File: src/rtl/hack_fetch_unit_pkg.sv
// Shared Hack machine constants and fetch-stage helpers.
// Used by the fetch unit, its buffer, and any block that shares the ROM geometry.
// Pure declarations: no clocked state, so no latency or backpressure.
package hack_fetch_unit_pkg;

  // Hack machine geometry, shared with the CPU core and the instruction ROM.
  localparam int unsigned HACK_ADDR_WIDTH   = 15;
  localparam int unsigned HACK_WORD_WIDTH   = 16;
  localparam int unsigned HACK_RESET_VECTOR = 0;

  // Depth of the fetch buffer. Credits in flight never exceed this.
  localparam int unsigned FETCH_DEPTH = 2;

  // True when one more ROM read can be started without risking buffer overflow.
  // Words that are buffered or in flight each hold one credit. A word popped
  // this cycle returns its credit right away.
  function automatic logic can_issue(input logic [1:0] count,
                                     input logic       inflight,
                                     input logic       pop);
    logic [2:0] occ;
    occ = {1'b0, count} + {2'b00, inflight} - {2'b00, pop};
    return (occ < 3'(FETCH_DEPTH));
  endfunction

endpackage

File: src/rtl/hack_fetch_fifo.sv
// Two-entry register FIFO of {pc, instruction}. The head is presented straight from a register.
// Latency: a push is visible at the head one edge later when the FIFO was empty.
// Backpressure: none internally. The producer must hold a credit. Flush has priority over push and pop.
module hack_fetch_fifo #(
  parameter int unsigned DW = 31
) (
  input  logic          clk_i,
  input  logic          rst_ni,
  input  logic          flush_i,
  input  logic          push_i,
  input  logic [DW-1:0] push_dat_i,
  input  logic          pop_i,
  output logic [1:0]    count_o,
  output logic          head_vld_o,
  output logic [DW-1:0] head_dat_o
);

  logic [DW-1:0] head_q, head_d;
  logic [DW-1:0] tail_q, tail_d;
  logic [1:0]    count_q, count_d;

  // Next-state for the two entries and the occupancy count.
  always_comb begin
    head_d  = head_q;
    tail_d  = tail_q;
    count_d = count_q;
    if (flush_i) begin
      // Stored data is left alone. Only the count decides validity.
      count_d = 2'd0;
    end else begin
      unique case ({push_i, pop_i})
        2'b10: begin
          if (count_q == 2'd0) begin
            head_d  = push_dat_i;
            count_d = 2'd1;
          end else if (count_q == 2'd1) begin
            tail_d  = push_dat_i;
            count_d = 2'd2;
          end
        end
        2'b01: begin
          if (count_q != 2'd0) begin
            head_d  = tail_q;
            count_d = count_q - 2'd1;
          end
        end
        2'b11: begin
          if (count_q == 2'd2) begin
            head_d = tail_q;
            tail_d = push_dat_i;
          end else begin
            // With one entry, the new word replaces the departing head.
            // With zero entries, the pop is void.
            head_d  = push_dat_i;
            count_d = 2'd1;
          end
        end
        default: ;
      endcase
    end
  end

  // Storage and count registers. Reset zeroes the head so outputs read 0.
  always_ff @(posedge clk_i or negedge rst_ni) begin
    if (!rst_ni) begin
      head_q  <= '0;
      tail_q  <= '0;
      count_q <= 2'd0;
    end else begin
      head_q  <= head_d;
      tail_q  <= tail_d;
      count_q <= count_d;
    end
  end

  assign count_o    = count_q;
  assign head_vld_o = (count_q != 2'd0);
  assign head_dat_o = head_q;

  // Credit accounting upstream must make these unreachable.
  a_no_overflow: assert property (@(posedge clk_i) disable iff (!rst_ni)
    (push_i && !pop_i && !flush_i) |-> (count_q != 2'd2));
  a_no_underflow: assert property (@(posedge clk_i) disable iff (!rst_ni)
    (pop_i && !flush_i) |-> (count_q != 2'd0));

endmodule

File: src/rtl/hack_fetch_unit.sv
// Hack instruction fetch. Drives the ROM address, buffers returned words, and hands them to decode over valid/ready.
// Latency: 2 edges from issue to o_Valid. 2 bubble cycles after a jump. 1 instr/cycle when i_Ready is held high.
// Backpressure: i_Ready=0 stalls the head. Issue stops once buffered plus in-flight words fill both slots.
module hack_fetch_unit
  import hack_fetch_unit_pkg::*;
#(
  parameter int unsigned          ADDR_WIDTH   = HACK_ADDR_WIDTH,
  parameter int unsigned          WIDTH        = HACK_WORD_WIDTH,
  parameter logic [ADDR_WIDTH-1:0] RESET_VECTOR = ADDR_WIDTH'(HACK_RESET_VECTOR)
) (
  input  logic                  i_CLK,
  input  logic                  i_RST_N,
  output logic [ADDR_WIDTH-1:0] o_RomAddress,
  input  logic [WIDTH-1:0]      i_RomInstruction,
  input  logic                  i_Jump,
  input  logic [ADDR_WIDTH-1:0] i_JumpTarget,
  output logic [WIDTH-1:0]      o_Instruction,
  output logic [ADDR_WIDTH-1:0] o_InstrPC,
  output logic                  o_Valid,
  input  logic                  i_Ready
);

  localparam int unsigned EW = ADDR_WIDTH + WIDTH;

  logic [ADDR_WIDTH-1:0] pc_q, pc_d;
  logic [ADDR_WIDTH-1:0] inflight_pc_q, inflight_pc_d;
  logic                  inflight_q, inflight_d;

  logic       pop;
  logic       issue;
  logic       push;
  logic [1:0] buf_count;
  logic [EW-1:0] head_dat;

  // The consumer owns a popped word even when a jump lands on the same edge.
  assign pop   = o_Valid & i_Ready;
  assign issue = ~i_Jump & can_issue(buf_count, inflight_q, pop);
  // The ROM word that returns on a jump edge belongs to the old stream.
  assign push  = inflight_q & ~i_Jump;

  // PC and in-flight tracking. The ROM latches pc_q every edge, so the
  // in-flight flag records whether that read is one we asked for.
  always_comb begin
    pc_d          = pc_q;
    inflight_d    = 1'b0;
    inflight_pc_d = inflight_pc_q;
    if (i_Jump) begin
      pc_d = i_JumpTarget;
    end else if (issue) begin
      pc_d          = pc_q + 1'b1;
      inflight_d    = 1'b1;
      inflight_pc_d = pc_q;
    end
  end

  // PC and in-flight state registers.
  always_ff @(posedge i_CLK or negedge i_RST_N) begin
    if (!i_RST_N) begin
      pc_q          <= RESET_VECTOR;
      inflight_q    <= 1'b0;
      inflight_pc_q <= '0;
    end else begin
      pc_q          <= pc_d;
      inflight_q    <= inflight_d;
      inflight_pc_q <= inflight_pc_d;
    end
  end

  hack_fetch_fifo #(
    .DW (EW)
  ) u_fifo (
    .clk_i      (i_CLK),
    .rst_ni     (i_RST_N),
    .flush_i    (i_Jump),
    .push_i     (push),
    .push_dat_i ({inflight_pc_q, i_RomInstruction}),
    .pop_i      (pop),
    .count_o    (buf_count),
    .head_vld_o (o_Valid),
    .head_dat_o (head_dat)
  );

  assign o_RomAddress  = pc_q;
  assign o_InstrPC     = head_dat[EW-1:WIDTH];
  assign o_Instruction = head_dat[WIDTH-1:0];

endmodule

File: config.mk
export PLATFORM = sky130hd
export DESIGN_NAME = hack_fetch_unit
export DESIGN_NICKNAME = d
export VERILOG_FILES = /design/src/rtl/hack_fetch_unit_pkg.sv /design/src/rtl/hack_fetch_fifo.sv /design/src/rtl/hack_fetch_unit.sv
export SDC_FILE = /design/constraint.sdc
export NUM_CORES = 1
export LEC_CHECK = 0
export CORE_MARGIN = 5
export CORE_UTILIZATION = 40
export CTS_CLUSTER_SIZE = 10
export DETAILED_ROUTE_END_ITERATION = 6
export PLACE_DENSITY = 0.78
export SETUP_SLACK_MARGIN = 0.2
export SLEW_MARGIN = 15
export SYNTH_ARGS = -nofsm -noshare
export SYNTH_HDL_FRONTEND = slang
export SYNTH_SLANG_ARGS = --single-unit
export TNS_END_PERCENT = 30
File: constraint.sdc
create_clock -name i_CLK -period 2.7 [get_ports i_CLK]
set_input_delay 0.405 -clock i_CLK [delete_from_list [all_inputs] [get_ports i_CLK]]
set_output_delay 0.405 -clock i_CLK [all_outputs]
set_load 0.01 [all_outputs]
==> results of run 1 <==
[worst paths after layout]
check                      cells after the start                end               from
hold / removal                                 1  u_fifo.tail_q[19]  u_fifo.tail_q[19]
min in group asynchronous                      2  u_fifo.tail_q[12]            i_RST_N
setup / recovery                              11   inflight_pc_q[3]  u_fifo.count_o[1]
setup reg to reg                              11   inflight_pc_q[3]  u_fifo.count_o[1]
hold reg to reg                                1  u_fifo.tail_q[19]  u_fifo.tail_q[19]
max in group asynchronous                      3  u_fifo.count_o[1]            i_RST_N
[critical path: cells and delay by family, from the launching register on]
| family | cells | cell delay [ns] |
|---|---|---|
| adder cells (fa/ha/maj) | 2 | 0.76 |
| buffers and inverters | 3 | 0.35 |
| multiplexers | 1 | 0.34 |
| XOR/XNOR | 1 | 0.16 |
| AND/OR/NAND/NOR | 4 | 0.41 |
| flip-flops | 1 | 0.40 |
[per-stage QoR]
stage | setup TNS [ns] | cells | power (mW) | utilization (%) | worst slack, ns
2_1_floorplan | 0 | 370 | 4.09 | - | 0.0839
5_1_grt | 0 | 609 | 6.82 | 53.5 | 0.0470
6_report | 0 | 609 | 6.40 | 53.5 | 0.164
3_3_place_gp | -1.68 | 587 | 5.22 | 50.7 | -0.144
4_1_cts | 0 | 608 | 6.44 | 53.3 | 0.144
3_5_place_dp | -2.27 | 587 | 5.35 | 50.7 | -0.198
[cells in the mapped netlist (all sizes together)]
master,count
inv,7
dfrtp,95
nand2,18
fa,1
a22oi,32
nor3,4
mux2i,5
nor4b,3
nor2,42
and4,1
or3b,1
xor2,2
nand4,4
o21ai,13
clkbuf,13
buf,8
mux2,47
a21oi,34
a31oi,4
ha,5
o211ai,1
nor2b,4
nor3b,3
nor4,4
a221o,2
xnor2,7
a31o,1
nand2b,5
nand3,3
o31a,1
[final cells by class]
type / instances / area, µm² / share of cell area (%)
repair buffers: 104 / 1030 / 18.1
multi-input cells: 247 / 1900 / 33.3
clock buffers: 9 / 124 / 2.16
flip-flops and latches: 95 / 2380 / 41.6
clock inverters: 7 / 80.1 / 1.40
well taps: 140 / 175 / 3.06
inverters: 7 / 28.8 / 0.503
[sequential cells by signal, indices dropped and copies added, names as in the netlist]
| signal | cells |
|---|---|
| u_fifo.head_dat_o | 31 |
| inflight_pc_q | 15 |
| u_fifo.tail_q | 31 |
| u_fifo.count_o | 2 |
| o_RomAddress | 15 |
| inflight_q | 1 |
[power by group]
part | internal (mW) | switching, mW
Sequential | 2.02 | 0.399
Combinational | 1.64 | 1.38
Clock | 0.441 | 0.523
Total | 4.11 | 2.30
[cells by family (layout without fill, tap and decap cells)]
group                      after synthesis  after routing  synth area share, %
AOI/OAI and AO/OA                       88             88                 12.7
xor gates and xnor gates                 9              9                 2.26
adders and majority gates                6              6                 1.91
buffers and inverters                   28            127                 2.98
DFF                                     95             95                 55.1
muxes                                   52             52                 14.2
and+or+nand+nor                         92             92                 10.9
[timing repair]
action	CTS	global route
setup endpoints to repair	27	27
gates resized for setup	8	3
buffers inserted	4	1
hold buffers	1	0
endpoints found under the hold margin	33	0
pin swaps	5	4
[per-layer routing]
layer	GRT usage [%]	wire length [µm]	part of all wire, %	up-vias
li1	-	-	-	1515
met1	21.0	4510	47	1531
met2	23.9	4460	46	92
met3	3.18	539	5.6	12
met4	4.83	114	1.2	0
met5	0	0	0	-
==> flow_summary_export.csv, run 1 <==
group,metric,value,unit
synth,yosysUniqueCellTypes,41,
cts,clkTransAtPathRegs,0.10,ns
cts,clk_latency,0.36,ns
worst_setup_path,path_cells,"inv_4 -> ha_4 -> nand2b_4 -> xnor2_2 -> nand2_2 -> fa_2 -> buf_4 -> nand2b_4 -> nor2_4 -> buf_12 -> mux2_1",
die,start_util,40.4,%
global_route,overflow,0,
worst_setup_path,cp-end-kind,"flop",
global_route,grt_first_pass_wirelength,16.0,mm
placement,place_area,5430,µm²
cells_and_area,final_nets,505,
cts,cts-htree-levels,3,
cells_and_area,final_area,5720,µm²
sta,period_share,93.9,%
cells_and_area,syn2layout_area_growth,32.6,%
sta,drv_slew,0,
drt,drt_iter0_drc,222,
job,drv_cap,0,
sta,hold_viol,0,
status,status,"finished clean",
cts,cts_root_buf,"clkbuf_8",
cts,cts.sinks,95,
drt,postRouteAntennaNets,0,
worst_setup_path,worstSetupPathType,"flop to flop",
global_route,antenna_found_initial,0,
worst_setup_path,worstPathMaxFanout,16,
synth,synth_area,4320,µm²
sta,finalSetupViolCount,0,
die,rows,38,
drt,post_drt_via_cell_ratio,5.17,
sta,clock_skew,0.0108,ns
die,die_h,114,µm
cells_and_area,final_cell_mix,"94 x dfrtp_1, 80 x clkdlybuf4s50_1, 39 x nor2_1",
global_route,grt_pass1_vias,3216,
drt,drc_errors,0,
worst_setup_path,cpMaxStageDelayCell,"fa_2",
cells_and_area,final_common_cell,"dfrtp_1",
cells_and_area,fillers,917,
placement,portBuffers,81,
die,die_w,114,µm
pwr,powerDensity,1120,nW/µm²
worst_setup_path,setup.worst_path.start_class,"flop",
sta,maxSlewHeadroom,71.1,%
synth,ys_seq_elements,95,
cells_and_area,drive_gt1_share,15.6,%
drt,wl,9.62,mm
sta,rsz0062_at_grt,"true",
drt,vias,3150,
die,dieArea,13000,µm²
sta,period_needed,2.54,ns
pwr,p_leak,2.44,nW
synth,syn_inst,370,
sta,worst_slew_pin_slew,0.434,ns
placement,routabilityCongestion,0.747,
drt,routedWlPerCell,15.8,µm
synth,ys_top_cells_by_area,"dfrtp_1 55%, mux2_1 9.4%, a22oi_1 5.6%",
sta,whs,0.493,ns
cts,cts_tree,"built",
worst_setup_path,arrival,2.79,ns
cts,clk_path_buf_depth,2,
synth,yosysTopAreaCellShare,55.1,%
cells_and_area,diodes,0,
drt,drtPass1Iterations,4,
global_route,grt_max_degree,63,
synth,syn_area_per_cell,11.7,µm²
synth,yosysWarnings,0,
worst_setup_path,slowest_delay,0.61,ns
worst_setup_path,r2r_setup_slack,0.16,ns
global_route,track_usage,15.1,%
die,io_pins,82,
min_path,hp-class,"flop to flop",
cts,cts_inserted_buffers,9,
die,core,10700,µm²
worst_setup_path,cpMostUsedCell,"nand2b_4",
pwr,vdd_ir_drop_max,461,µV
worst_setup_path,crit_required,2.95,ns
synth,synth_top_area_cell,"dfrtp_1",
synth,synth.yosys.seq_area_share,55.1,%
sta,fmax,394,MHz
synth,syn_nets,411,
placement,dp_hpwl,6.66,mm
Power figures use the tool's default switching activity.
==> run 2: changes to the inputs <==
--- a/config.mk
+++ b/config.mk
@@ -6,10 +6,10 @@
 export NUM_CORES = 1
 export LEC_CHECK = 0
 export CORE_MARGIN = 5
-export CORE_UTILIZATION = 40
+export CORE_UTILIZATION = 42
 export CTS_CLUSTER_SIZE = 10
 export DETAILED_ROUTE_END_ITERATION = 6
-export PLACE_DENSITY = 0.78
+export PLACE_DENSITY = 0.8
 export SETUP_SLACK_MARGIN = 0.2
 export SLEW_MARGIN = 15
 export SYNTH_ARGS = -nofsm -noshare
==> flow_summary_export.csv, run 2 (synthesized netlist as in run 1, its figures left out) <==
group,metric,value,unit
sta,finalSetupViolCount,1,
sta,rsz0062_at_grt,"true",
sta,maxSlewHeadroom,62.8,%
placement,routabilityCongestion,0.794,
placement,portBuffers,81,
sta,setup_slack,-0.0170,ns
sta,drv_slew,0,
status,violations,"negative setup slack",
worst_setup_path,crit_required,2.94,ns
worst_setup_path,arrival,2.96,ns
die,die_h,111,µm
drt,drtPass1Iterations,4,
cells_and_area,drive_gt1_share,18.2,%
global_route,overflow,0,
worst_setup_path,r2r_cells,11,
die,io_pins,82,
cts,cts.sinks,95,
cts,clk_latency,0.35,ns
global_route,grt_max_degree,54,
global_route,antenna_found_initial,0,
worst_setup_path,cp-end-kind,"flop",
pwr,powerDensity,1150,nW/µm²
cells_and_area,final_nets,513,
cts,cts_tree,"built",
sta,whs,0.0385,ns
global_route,track_usage,16.7,%
sta,fmax,368,MHz
die,rows,37,
drt,drt_iter0_drc,208,
cts,clk_path_buf_depth,2,
die,start_util,42.4,%
sta,clock_skew,0.0105,ns
cells_and_area,syn2layout_area_growth,34.5,%
worst_setup_path,worstPathMaxFanout,4,
die,dieArea,12400,µm²
pwr,p_leak,2.51,nW
cts,clkTransAtPathRegs,0.09,ns
job,drv_cap,0,
worst_setup_path,worstSetupPathType,"flop to flop",
cells_and_area,diodes,0,
cells_and_area,final_util,57.0,%
die,die_w,111,µm
die,core,10200,µm²
sta,worst_slew_pin_slew,0.558,ns
pwr,vdd_ir_drop_max,520,µV
global_route,grt_pass1_vias,3329,
sta,period_share,101,%
cells_and_area,stdcell_count,613,
drt,routedWlPerCell,16.4,µm
cells_and_area,final_common_cell,"dfrtp_1",
drt,vias,3306,
global_route,grt_first_pass_wirelength,17.0,mm
cells_and_area,final_cell_mix,"94 x dfrtp_1, 80 x clkdlybuf4s50_1, 39 x nor2_1",
drt,postRouteAntennaNets,0,
placement,dp_cells,585,
worst_setup_path,setup.worst_path.start_class,"flop",
worst_setup_path,r2r_setup_slack,-0.02,ns
cts,cts-htree-levels,3,
drt,drc_errors,0,
sta,hold_viol,0,
status,status,"finished, violations left",
placement,place_ws,-0.254,ns
min_path,hp-class,"input port to async pin",
drt,wl,10.1,mm
placement,dp_hpwl,6.70,mm
cts,cts_hold_buf,0,
drt,post_drt_via_cell_ratio,5.39,
cts,cts_root_buf,"clkbuf_8",
sta,period_needed,2.72,ns
cts,cts_inserted_buffers,9,
==> run 2: changes by cell type in the layout (fill, tap and decap cells not counted), moves of 2 or more <==
| cell | before | now |
|---|---|---|
| buf_6 | 0 | 2 |
| clkinv_2 | 1 | 3 |
| buf_4 | 19 | 28 |
| buf_12 | 4 | 2 |
| mux2_4 | 9 | 14 |
| mux2_1 | 36 | 32 |
==> run 2: stage by stage <==
step	cell area (µm²)	power, mW	TNS (ns)
2_1_floorplan	4340	4.09	0
3_3_place_gp	5410	5.21	-1.66
3_5_place_dp	5410	5.34	-3.22
4_1_cts	5700	6.50	0
5_1_grt	5810	7.12	-0.127
6_report	5810	6.67	-0.0170
==> run 2: layer usage <==
metal	routed length, µm	part of all wire [%]	vias up	track usage [%]
met1	4550	45	1653	23.2
met3	609	6.0	10	4.62
met4	114	1.1	0	5.11
met5	0	0	-	0
met2	4800	48	108	25.6
li1	-	-	1535	-
==> run 2: cell type report <==
cell class / count / area, µm²
clock buffer: 10 / 128
sequential: 95 / 2380
inverter: 7 / 28.8
timing repair buffer: 112 / 1070
fill: 862 / 4380
multi-input combinational: 247 / 1950
clock inverter: 6 / 83.8
tap: 136 / 170
==> run 2: repair_timing <==
item                                    4_1_cts  5_1_grt
gates resized for setup                      10       11
pin swaps                                     4        6
buffers inserted                              5        7
endpoints found under the setup margin       30       28
==> run 2: path summary, 6_finish.rpt <==
path / endpoint / from
max: o_RomAddress[10] / u_fifo.count_o[1]
min: u_fifo.head_dat_o[15] / i_RST_N
max reg2reg: o_RomAddress[10] / u_fifo.count_o[1]
min reg2reg: u_fifo.tail_q[16] / u_fifo.tail_q[16]
max in group asynchronous: u_fifo.tail_q[28] / i_RST_N
min in group i_CLK: u_fifo.tail_q[16] / u_fifo.tail_q[16]
==> run 2: power breakdown <==
group / switching (mW) / total, mW / internal, mW / leakage, nW
Combinational: 1.45 / 3.23 / 1.78 / 1.25
Clock: 0.481 / 1.00 / 0.521 / 0.110
Sequential: 0.419 / 2.44 / 2.02 / 1.15
==> run 2: worst max-delay path, cell delays in order (launching register included) <==
cell      delay, ns
dfrtp_2        0.40
inv_4          0.04
ha_4           0.16
nand2b_4       0.15
xnor2_2        0.17
nand2_2        0.09
fa_2           0.58
buf_4          0.13
nand2_4        0.07
nor4_1         0.41
nor3b_1        0.12
a221o_1        0.28
